$ cat config.mk
export PLATFORM = sky130hd
export DESIGN_NAME = io_lcd_driver
export DESIGN_NICKNAME = d
export VERILOG_FILES = /design/src/rtl/io_lcd_driver.sv
export SDC_FILE = /design/constraint.sdc
export NUM_CORES = 1
export LEC_CHECK = 0
export CORE_AREA = 2 2 88 90
export CTS_CLUSTER_SIZE = 20
export DETAILED_ROUTE_END_ITERATION = 16
export DIE_AREA = 0 0 90 92
export DONT_BUFFER_PORTS = 1
export GPL_ROUTABILITY_DRIVEN = 0
export SETUP_SLACK_MARGIN = 0.3
export SYNTH_ARGS = -nofsm -noshare
export SYNTH_HDL_FRONTEND = slang
export SYNTH_SLANG_ARGS = --single-unit
$ cat constraint.sdc
create_clock -name i_clk -period 4.1 [get_ports i_clk]
set_input_delay 1.025 -clock i_clk [delete_from_list [all_inputs] [get_ports i_clk]]
set_output_delay 1.025 -clock i_clk [all_outputs]
set_load 0.05 [all_outputs]
$ cat src/rtl/io_lcd_driver.sv
// io_lcd_driver: turns the core's LCD request register into HD44780-style
// bus cycles (RS/RW/EN/DB) with programmable setup, pulse, hold and
// execution timing, and reports busy status and read data to firmware.
// Optional build macro LCD_BUSY_POLL_EN: after a write, poll the panel's
// busy flag (DB7) with internal reads instead of waiting a fixed EXEC count.
module io_lcd_driver #(
  parameter int SETUP_CYC     = 2,
  parameter int PULSE_CYC     = 12,
  parameter int HOLD_CYC      = 2,
  parameter int EXEC_CYC      = 1000,
  parameter int LONG_EXEC_CYC = 41000
) (
  input  logic        i_clk,
  input  logic        i_reset,
  input  logic [31:0] i_lcd_reg,
  input  logic [7:0]  i_lcd_data,
  output logic [7:0]  o_lcd_data,
  output logic        o_lcd_data_oe,
  output logic        o_lcd_rs,
  output logic        o_lcd_rw,
  output logic        o_lcd_en,
  output logic        o_lcd_on,
  output logic        o_busy,
  output logic [7:0]  o_rd_data
);

  // Zero-length phases are stretched to one cycle.
  localparam int SETUP_L = (SETUP_CYC     < 1) ? 1 : SETUP_CYC;
  localparam int PULSE_L = (PULSE_CYC     < 1) ? 1 : PULSE_CYC;
  localparam int HOLD_L  = (HOLD_CYC      < 1) ? 1 : HOLD_CYC;
  localparam int EXEC_L  = (EXEC_CYC      < 1) ? 1 : EXEC_CYC;
  localparam int LONG_L  = (LONG_EXEC_CYC < 1) ? 1 : LONG_EXEC_CYC;

  localparam int MAX_A   = (SETUP_L > PULSE_L) ? SETUP_L : PULSE_L;
  localparam int MAX_B   = (HOLD_L  > EXEC_L)  ? HOLD_L  : EXEC_L;
  localparam int MAX_C   = (MAX_A   > MAX_B)   ? MAX_A   : MAX_B;
  localparam int MAX_L   = (MAX_C   > LONG_L)  ? MAX_C   : LONG_L;
  // Counter holds values 0 .. MAX_L-1.
  localparam int CNT_W   = (MAX_L > 1) ? $clog2(MAX_L) : 1;

  localparam logic [CNT_W-1:0] SETUP_LD = CNT_W'(SETUP_L - 1);
  localparam logic [CNT_W-1:0] PULSE_LD = CNT_W'(PULSE_L - 1);
  localparam logic [CNT_W-1:0] HOLD_LD  = CNT_W'(HOLD_L  - 1);
`ifndef LCD_BUSY_POLL_EN
  localparam logic [CNT_W-1:0] EXEC_LD  = CNT_W'(EXEC_L  - 1);
  localparam logic [CNT_W-1:0] LONG_LD  = CNT_W'(LONG_L  - 1);
`endif

  typedef enum logic [2:0] {
    S_IDLE,
    S_SETUP,
    S_PULSE,
    S_HOLD,
    S_EXEC
  } state_t;

  state_t           r_state;
  state_t           w_state_nxt;
  logic [CNT_W-1:0] r_cnt;
  logic             r_armed;
  logic             r_last_req;
  logic [7:0]       r_data;
  logic             r_rs;
  logic             r_rw;
  logic [7:0]       r_rd_data;
  logic             r_on;

  logic             w_req_pend;
  logic             w_cnt_zero;
  logic             w_finish;
  logic             w_start;
  logic             w_load;
  logic [CNT_W-1:0] w_load_val;
  logic             w_unused;

`ifdef LCD_BUSY_POLL_EN
  logic             r_poll;
  logic             r_poll_busy;
  logic             w_poll_start;
`else
  logic             w_is_long;
`endif

  // Request word bits that carry no meaning for this block.
  assign w_unused   = ^i_lcd_reg[30:11];

  assign w_req_pend = r_armed && (i_lcd_reg[10] != r_last_req);
  assign w_cnt_zero = (r_cnt == '0);

`ifndef LCD_BUSY_POLL_EN
  // Clear display (0x01) and return home (0x02/0x03) need the long wait.
  assign w_is_long  = !r_rs && ((r_data == 8'h01) || (r_data == 8'h02) || (r_data == 8'h03));
`endif

  // State register.
  always_ff @(posedge i_clk or posedge i_reset) begin
    if (i_reset) begin
      r_state <= S_IDLE;
    end else begin
      r_state <= w_state_nxt;
    end
  end

  // Next-state logic: each phase ends when the shared counter reaches zero;
  // a finished transaction chains straight into a pending request.
  always_comb begin
    w_state_nxt = r_state;
    w_finish    = 1'b0;
    w_start     = 1'b0;
    w_load      = 1'b0;
    w_load_val  = '0;
`ifdef LCD_BUSY_POLL_EN
    w_poll_start = 1'b0;
`endif
    case (r_state)
      S_IDLE: begin
        w_finish = 1'b1;
      end
      S_SETUP: begin
        if (w_cnt_zero) begin
          w_state_nxt = S_PULSE;
          w_load      = 1'b1;
          w_load_val  = PULSE_LD;
        end
      end
      S_PULSE: begin
        if (w_cnt_zero) begin
          w_state_nxt = S_HOLD;
          w_load      = 1'b1;
          w_load_val  = HOLD_LD;
        end
      end
      S_HOLD: begin
        if (w_cnt_zero) begin
`ifdef LCD_BUSY_POLL_EN
          // Writes and still-busy polls issue another status read.
          if (!r_rw || (r_poll && r_poll_busy)) begin
            w_poll_start = 1'b1;
            w_state_nxt  = S_SETUP;
            w_load       = 1'b1;
            w_load_val   = SETUP_LD;
          end else begin
            w_finish = 1'b1;
          end
`else
          if (!r_rw) begin
            w_state_nxt = S_EXEC;
            w_load      = 1'b1;
            w_load_val  = w_is_long ? LONG_LD : EXEC_LD;
          end else begin
            w_finish = 1'b1;
          end
`endif
        end
      end
      S_EXEC: begin
        if (w_cnt_zero) begin
          w_finish = 1'b1;
        end
      end
      default: begin
        w_state_nxt = S_IDLE;
      end
    endcase

    if (w_finish) begin
      if (w_req_pend) begin
        w_start     = 1'b1;
        w_state_nxt = S_SETUP;
        w_load      = 1'b1;
        w_load_val  = SETUP_LD;
      end else begin
        w_state_nxt = S_IDLE;
      end
    end
  end

  // Shared phase down-counter, reloaded on every state entry.
  always_ff @(posedge i_clk or posedge i_reset) begin
    if (i_reset) begin
      r_cnt <= '0;
    end else if (w_load) begin
      r_cnt <= w_load_val;
    end else if (!w_cnt_zero) begin
      r_cnt <= r_cnt - 1'b1;
    end
  end

  // Request toggle tracking; the first cycle after reset only arms.
  always_ff @(posedge i_clk or posedge i_reset) begin
    if (i_reset) begin
      r_armed    <= 1'b0;
      r_last_req <= 1'b0;
    end else if (!r_armed) begin
      r_armed    <= 1'b1;
      r_last_req <= i_lcd_reg[10];
    end else if (w_start) begin
      r_last_req <= i_lcd_reg[10];
    end
  end

  // Bus fields latched at transaction start; they persist through IDLE.
  always_ff @(posedge i_clk or posedge i_reset) begin
    if (i_reset) begin
      r_data <= 8'h00;
      r_rs   <= 1'b0;
      r_rw   <= 1'b0;
`ifdef LCD_BUSY_POLL_EN
      r_poll <= 1'b0;
`endif
    end else if (w_start) begin
      r_data <= i_lcd_reg[7:0];
      r_rs   <= i_lcd_reg[8];
      r_rw   <= i_lcd_reg[9];
`ifdef LCD_BUSY_POLL_EN
      r_poll <= 1'b0;
    end else if (w_poll_start) begin
      r_rs   <= 1'b0;
      r_rw   <= 1'b1;
      r_poll <= 1'b1;
`endif
    end
  end

  // Capture DB on the last cycle of the enable pulse.
  always_ff @(posedge i_clk or posedge i_reset) begin
    if (i_reset) begin
      r_rd_data   <= 8'h00;
`ifdef LCD_BUSY_POLL_EN
      r_poll_busy <= 1'b0;
`endif
    end else if ((r_state == S_PULSE) && w_cnt_zero) begin
`ifdef LCD_BUSY_POLL_EN
      if (r_poll) begin
        r_poll_busy <= i_lcd_data[7];
      end else if (r_rw) begin
        r_rd_data <= i_lcd_data;
      end
`else
      if (r_rw) begin
        r_rd_data <= i_lcd_data;
      end
`endif
    end
  end

  // Panel power follows the request word with one cycle of delay.
  always_ff @(posedge i_clk or posedge i_reset) begin
    if (i_reset) begin
      r_on <= 1'b0;
    end else begin
      r_on <= i_lcd_reg[31];
    end
  end

  assign o_busy        = (r_state != S_IDLE);
  assign o_lcd_en      = (r_state == S_PULSE);
  assign o_lcd_data_oe = !r_rw && ((r_state == S_SETUP) || (r_state == S_PULSE) ||
                                   (r_state == S_HOLD));
  assign o_lcd_data    = r_data;
  assign o_lcd_rs      = r_rs;
  assign o_lcd_rw      = r_rw;
  assign o_lcd_on      = r_on;
  assign o_rd_data     = r_rd_data;

endmodule

==> results of run 1 <==
## per-layer routing
| metal | wire (microns) | share of wire, % | up-vias |
|---|---|---|---|
| met5 | 0 | 0 | - |
| met4 | 47 | 1.2 | 0 |
| met3 | 217 | 5.4 | 4 |
| met2 | 1930 | 48 | 38 |
| met1 | 1830 | 45 | 680 |
| li1 | - | - | 677 |
## cells by family after synthesis
logic type | count (synthesis)
buffers and inverters | 13
adder cells (fa/ha/maj) | 2
AND/OR/NAND/NOR | 77
AO/OA/AOI/OAI | 25
flip-flops | 40
multiplexers | 20
other | 1
XOR/XNOR | 13
## state kept, by name, indices dropped and copies added (netlist names)
| name | cells |
|---|---|
| o_rd_data | 8 |
| r_state | 3 |
| r_armed | 1 |
| r_cnt | 16 |
| o_lcd_rs | 1 |
| o_lcd_rw | 1 |
| o_lcd_on | 1 |
| o_lcd_data | 8 |
| r_last_req | 1 |
## metrics by stage
stage / power (mW) / std cells / utilization (%) / worst slack [ps]
2_1_floorplan: 1.05 / 191 / - / 1180
3_3_place_gp: 1.13 / 288 / 29.6 / 1440
3_5_place_dp: 1.14 / 288 / 29.6 / 1420
4_1_cts: 1.40 / 296 / 30.8 / 1240
5_1_grt: 1.49 / 296 / 30.8 / 1140
6_report: 1.39 / 296 / 30.8 / 1240
## cells in the final DEF, fill, tap and decap left out, types with 2 or more instances in the layout
cell	netlist	layout
nand4_1	5	5
mux2_2	8	8
nor2_1	27	27
nor3_2	2	3
or3_1	2	2
inv_1	5	5
o21ai_0	4	4
a21oi_1	9	9
mux2_1	2	2
nor4_2	2	2
nor2b_1	2	2
nand2_1	9	9
buf_4	1	3
nor3_1	10	9
dfrtp_1	40	40
clkbuf_8	0	5
xnor2_1	8	8
a211o_1	2	2
nand3_1	3	3
or2_1	2	2
xor2_1	5	5
mux2_4	9	9
ha_1	2	2
## how the worst max path moves through the flow
stage	startpoint	end	slack, ps
floorplan	o_lcd_rw	o_lcd_data_oe	1180
global placement	i_lcd_reg[10]	o_lcd_data[7]	1440
detailed placement	i_lcd_reg[10]	o_lcd_data[7]	1420
CTS	r_state[2]	o_lcd_en	1240
global route	r_state[1]	o_lcd_en	1140
finish	r_state[2]	o_lcd_en	1240
## power groups by stage
stage                     Combinational [mW]  Clock, mW  Sequential [mW]
after global placement                 0.388          0            0.739
after floorplan                        0.350          0            0.697
final                                  0.397      0.259            0.736
after CTS                              0.400      0.268            0.735
after detailed placement               0.396          0            0.743
after global routing                   0.456      0.281            0.756
## cells in the mapped netlist (2+ instances only)
master / instances
nand3_1: 3
nand4_1: 5
nor3_2: 2
ha_1: 2
mux2_4: 9
dfrtp_1: 40
or2_1: 2
o21ai_0: 4
nor3_1: 10
nor2b_1: 2
inv_1: 5
mux2_1: 2
or3_1: 2
nor4_2: 2
nand2_1: 9
xnor2_1: 8
a21oi_1: 9
buf_6: 2
xor2_1: 5
nor2_1: 27
buf_2: 4
mux2_2: 8
a211o_1: 2
## cell type report
class / count / area, sq um
clock buffer: 6 / 72.6
clock inverter: 2 / 16.3
fill: 798 / 5150
inverter: 5 / 18.8
multi-input combinational: 138 / 1040
sequential: 40 / 1000
tap: 102 / 128
timing repair buffer: 3 / 22.5
==> impl_metrics.py, run 1 <==
metrics = {
    "status": {
        "outcome": "finished, final reports clean",
    },
    "floorplan": {
        "placement_rows": 32,
        "die_wd_microns": 90,
        "design.die.area_sq_um": 8280,
        "ios": 64,
        "initial_utilization_pct": 28.5,
        "die_height_microns": 92,
        "coreArea_sq_um": 7450,
    },
    "power_and_ir_drop": {
        "p_sw_share_pct": 41.6,
        "switchingPower_mw": 0.579,
        "power.leakage_nw": 0.919,
        "cellInternalPower_mw": 0.814,
        "seq_power_share_pct": 52.9,
        "ir_drop_v": 0.000370,
        "power.combinational.fraction_pct": 28.5,
        "pwr-share-clk_pct": 18.6,
        "pwr_density_cell_nw_per_um2": 607,
    },
    "synthesis": {
        "yosysWarningCount": 0,
        "synth_top_family_by_area": "simple AND/OR/NAND/NOR gates",
        "synth.area.mux_share_pct": 12.2,
        "yosysUniqueCellTypes": 50,
        "library_cell_with_the_largest_summed_area_after_synthesis": "dfrtp_1",
        "postSynthRegisterBits": 40,
        "seq_total_area_yosys_pct": 47.2,
        "syn_avg_cell_area_sq_um": 11.1,
        "synth_edf_count": 0,
        "synth-compound-area-share_pct": 8.20,
        "syn-instance-count": 191,
        "post_synth_fa_ha_maj_area_fraction_pct": 1.18,
        "yosys_most_used_dff": "dfrtp_1",
        "synthXorXnorAreaFrac_pct": 5.37,
        "post-synth-top-area-fraction_pct": 47.2,
        "synthTopCellsByArea": "dfrtp_1 47%, mux2_4 6.4%, nor2_1 4.8%",
        "ys_async_sr_fraction_pct": 100,
        "post_synth_instance_area_sq_um": 2120,
        "simple_gate_area_share_of_the_yosys_netlist_pct": 21.5,
        "synth_nets": 235,
    },
    "setup_path": {
        "timing.rr.start": "o_lcd_rw",
        "critical_path.max_stage_delay_ps": 840,
        "reg2reg_setup_slack_ps": 1500,
        "r2r.worst_path.cells": 4,
        "timing.critical_path.slowest_stage_cell": "nor2_1",
        "startpoint_type": "register",
        "timing.critical_path.max_delay_family": "simple AND/OR/NAND/NOR gates",
        "critPathArrivalTime_ps": 1840,
        "path_depth": 2,
        "critical_path.cell_chain": "nand2b_1, nor2_1",
        "worst-path-buf-inv": 0,
        "timing.setup.critical_path_class": "register to output port",
        "rr_endpoint": "o_lcd_data[7]",
        "worstSetupEndpointType": "output port",
        "critPathMaxFanout": 10,
        "worst_ep_required_time_ps": 3070,
    },
    "min_path": {
        "hold_path.class": "register to register",
        "worstHoldEndpoint": "r_last_req",
        "timing.hold.worst.start": "r_last_req",
        "hold-path-cell-count": 1,
    },
    "drt": {
        "wire_per_inst_microns": 13.6,
        "drt_iter0_drc": 75,
        "overall_via_count_from_detail_route": 1399,
        "drt-pass1-iter-count": 4,
        "wirelength_microns": 4030,
        "route.antenna.remaining_nets": 0,
        "post-route-drc-count": 0,
        "viasPerCell": 4.73,
    },
    "timing": {
        "highest_attainable_clock_frequency_mhz": 350,
        "worst-slew-pin-transition_ps": 1090,
        "worst_hold_slack_ps": 516,
        "fin_worst_skew_ps": 3.89,
        "setup_repair_after_global_routing_missed_its_margin": "false",
        "timing.final.hold_violations": 0,
        "slew_viol_final": 0,
        "relSlewSlack_pct": 27.4,
        "tcrit_tclk_final_pct": 69.8,
        "setup_violations": 0,
        "fin_crit_ps": 2860,
        "totalNegativeSetupSlack_ps": 0,
    },
    "clock_network": {
        "tritoncts.num_buffers": 5,
        "cts_setup_buffers": 0,
        "h-tree-depth": 2,
        "cts_hold_repair.buffers": 0,
        "clock_tree.buffer_depth": 2,
        "clk-insertion-delay-late_ps": 290,
        "clock-root-buffer": "clkbuf_8",
        "clock_sinks": 40,
        "ctsResizeCount": 0,
        "clk_pin_slew_worst_paths_ps": 80,
        "cts_tree": "done",
    },
    "placed_design": {
        "port_buffers": 0,
        "post-dp-hpwl_microns": 3010,
        "post_dp_cell_area_sq_um": 2210,
    },
    "finish": {
        "design_area_sq_um": 2290,
        "final_net_count": 237,
        "fraction_of_final_layout_cells_with_drive_strength_greater_than_1_pct": 20.6,
        "number_of_antenna_repair_diodes": 0,
        "area_growth_from_synthesis_to_final_layout_pct": 8.20,
    },
    "grt": {
        "globalRouteTotalUtil_pct": 10.2,
        "overflow": 0,
        "grt_first_pass_wirelength_microns": 6980,
        "maximum_number_of_pins_on_one_net_before_global_route_repair": 27,
        "grt_pass1_vias": 1407,
        "gr-usage-met1_pct": 13.4,
        "grt_util_met3_pct": 2.30,
        "gr-max-usage-layer": "met2",
        "antenna_found_initial": 0,
        "grt_util_met2_pct": 16.9,
    },
    "job": {
        "timing.max_cap.violations": 0,
    },
}
No activity file was read; power rests on OpenSTA's default activity.
==> inputs of run 2 (changes only) <==
==> constraint.sdc (replaced) <==
create_clock -name i_clk -period 2.65 [get_ports i_clk]
set_input_delay 0.6625 -clock i_clk [delete_from_list [all_inputs] [get_ports i_clk]]
set_output_delay 0.6625 -clock i_clk [all_outputs]
set_load 0.05 [all_outputs]
==> run 2 against run 1 <==
Flip-flop and latch count unchanged; critical path type unchanged; critical path depth unchanged; non-clock buffer count increased by 5; combinational power increased by 61%; clock-buffer cell count unchanged.
==> impl_metrics.py, run 2 (synthesis gave the netlist of run 1 again) <==
metrics = {
    "status": {
        "outcome": "finished, final reports clean",
    },
    "setup_path": {
        "worst-path-buf-inv": 1,
        "worstSetupEndpointType": "output port",
        "startpoint_type": "register",
        "timing.critical_path.max_delay_family": "flip-flops",
        "critical_path.cell_chain": "or3_1, buf_4",
        "critPathMaxFanout": 12,
        "timing.setup.critical_path_class": "register to output port",
        "timing.critical_path.slowest_stage_cell": "dfrtp_1",
        "critical_path.max_stage_delay_ps": 510,
        "worst_ep_required_time_ps": 1990,
        "critPathArrivalTime_ps": 1540,
    },
    "floorplan": {
        "ios": 64,
        "die_wd_microns": 90,
        "placement_rows": 32,
        "design.die.area_sq_um": 8280,
        "initial_utilization_pct": 28.5,
        "die_height_microns": 92,
        "coreArea_sq_um": 7450,
    },
    "clock_network": {
        "clock_tree.buffer_depth": 2,
        "clk_pin_slew_worst_paths_ps": 80,
        "tritoncts.num_buffers": 5,
        "clock-root-buffer": "clkbuf_8",
        "cts_hold_repair.buffers": 0,
        "cts_tree": "done",
        "h-tree-depth": 2,
        "clk-insertion-delay-late_ps": 290,
        "clock_sinks": 40,
    },
    "placed_design": {
        "port_buffers": 0,
        "dp_worst_setup_slack_ps": 463,
        "post-dp-hpwl_microns": 2890,
        "number_of_cells_after_detailed_placement": 293,
    },
    "power_and_ir_drop": {
        "switchingPower_mw": 0.894,
        "pwr-share-clk_pct": 19.5,
        "p_sw_share_pct": 40.9,
        "power.combinational.fraction_pct": 29.2,
        "cellInternalPower_mw": 1.29,
        "power.leakage_nw": 0.946,
        "seq_power_share_pct": 51.2,
        "pwr_density_cell_nw_per_um2": 933,
        "ir_drop_v": 0.000495,
    },
    "grt": {
        "antenna_found_initial": 0,
        "grt_first_pass_wirelength_microns": 6880,
        "globalRouteTotalUtil_pct": 10.1,
        "grt_pass1_vias": 1506,
        "overflow": 0,
        "maximum_number_of_pins_on_one_net_before_global_route_repair": 41,
    },
    "drt": {
        "wirelength_microns": 3930,
        "viasPerCell": 4.64,
        "drt-pass1-iter-count": 4,
        "overall_via_count_from_detail_route": 1398,
        "route.antenna.remaining_nets": 0,
        "post-route-drc-count": 0,
        "drt_iter0_drc": 32,
        "wire_per_inst_microns": 13.1,
    },
    "finish": {
        "filler_cell_count": 804,
        "register_bank_with_the_most_flops": "r_cnt",
        "instances_no_fill": 301,
        "fraction_of_final_layout_cells_with_drive_strength_greater_than_1_pct": 23.6,
        "number_of_antenna_repair_diodes": 0,
        "final_net_count": 242,
        "largest_reg_flops": 16,
        "layout_common_cells": "40 x dfrtp_1, 27 x nor2_1",
        "area_growth_from_synthesis_to_final_layout_pct": 10.4,
        "layout.cells.most_common": "dfrtp_1",
    },
    "timing": {
        "relSlewSlack_pct": 62.0,
        "slew_viol_final": 0,
        "fin_crit_ps": 2200,
        "worst_hold_slack_ps": 375,
        "totalNegativeSetupSlack_ps": 0,
        "setup_violations": 0,
        "highest_attainable_clock_frequency_mhz": 455,
        "timing.final.hold_violations": 0,
        "fin_worst_skew_ps": 2.20,
        "setup_repair_after_global_routing_missed_its_margin": "false",
        "tcrit_tclk_final_pct": 83.0,
        "worst-slew-pin-transition_ps": 565,
        "final_critical_path_setup_slack_ps": 452,
    },
    "job": {
        "timing.max_cap.violations": 0,
    },
    "min_path": {
        "hold_path.class": "primary input to asynchronous set/reset pin",
    },
}
-- run 2: worst paths after layout --
kind,endpoint,from,slack [ps],cells past startpoint
max reg2reg,o_lcd_data[7],r_cnt[1],500,6
max in group asynchronous,r_state[0],i_reset,1930,2
min,o_lcd_on,i_reset,380,2
min in group i_clk,o_lcd_on,i_lcd_reg[31],390,0
max,o_busy,r_state[1],450,2
min reg2reg,r_last_req,r_last_req,520,1
-- run 2: repair_timing --
item | 4_1_cts | 5_1_grt
gates resized for setup | 0 | 1
setup buffers | 0 | 0
setup endpoints to repair | 0 | 11
-- run 2: final cells by class --
cell class,instances,area [sq um],area share (%)
multi-input cells,138,1040,44.3
clock inverters,2,15.0,0.641
clock buffers,6,82.6,3.53
repair buffers,8,60.1,2.56
inverters,5,18.8,0.801
flip-flops and latches,40,1000,42.7
well taps,102,128,5.45
-- run 2: worst reg2reg max path: cells and delay by family (launching register included) --
kind | cells | cell delay, ps
AO/OA/AOI/OAI | 1 | 490
flip-flops | 1 | 450
AND/OR/NAND/NOR | 2 | 450
multiplexers | 1 | 390
adder cells (fa/ha/maj) | 1 | 160
buffers and inverters | 1 | 100
-- run 2: layer usage --
metal  routed length (microns)  vias up  GRT usage [%]  share of wire [%]
li1                          -      687              -                  -
met1                      1750      671           12.0                 45
met2                      1950       33           17.4                 50
met3                       169        7           2.47                4.3
met4                        65        0           4.10                1.7
met5                         0        -              0                  0
-- run 2: per-stage QoR --
stage	power, mW	util [%]	instance area [sq um]
5_1_grt	2.35	31.5	2340
6_report	2.19	31.5	2340
2_1_floorplan	1.62	-	2130
4_1_cts	2.21	31.4	2340
3_3_place_gp	1.76	30.1	2240
3_5_place_dp	1.77	30.1	2240
-- run 2: power by group through the flow --
stage / Clock [mW] / Sequential, mW / Combinational [mW]
2_1_floorplan: 0 / 1.08 / 0.544
3_3_place_gp: 0 / 1.13 / 0.632
3_5_place_dp: 0 / 1.13 / 0.643
4_1_cts: 0.441 / 1.12 / 0.647
5_1_grt: 0.468 / 1.15 / 0.735
6_report: 0.427 / 1.12 / 0.639
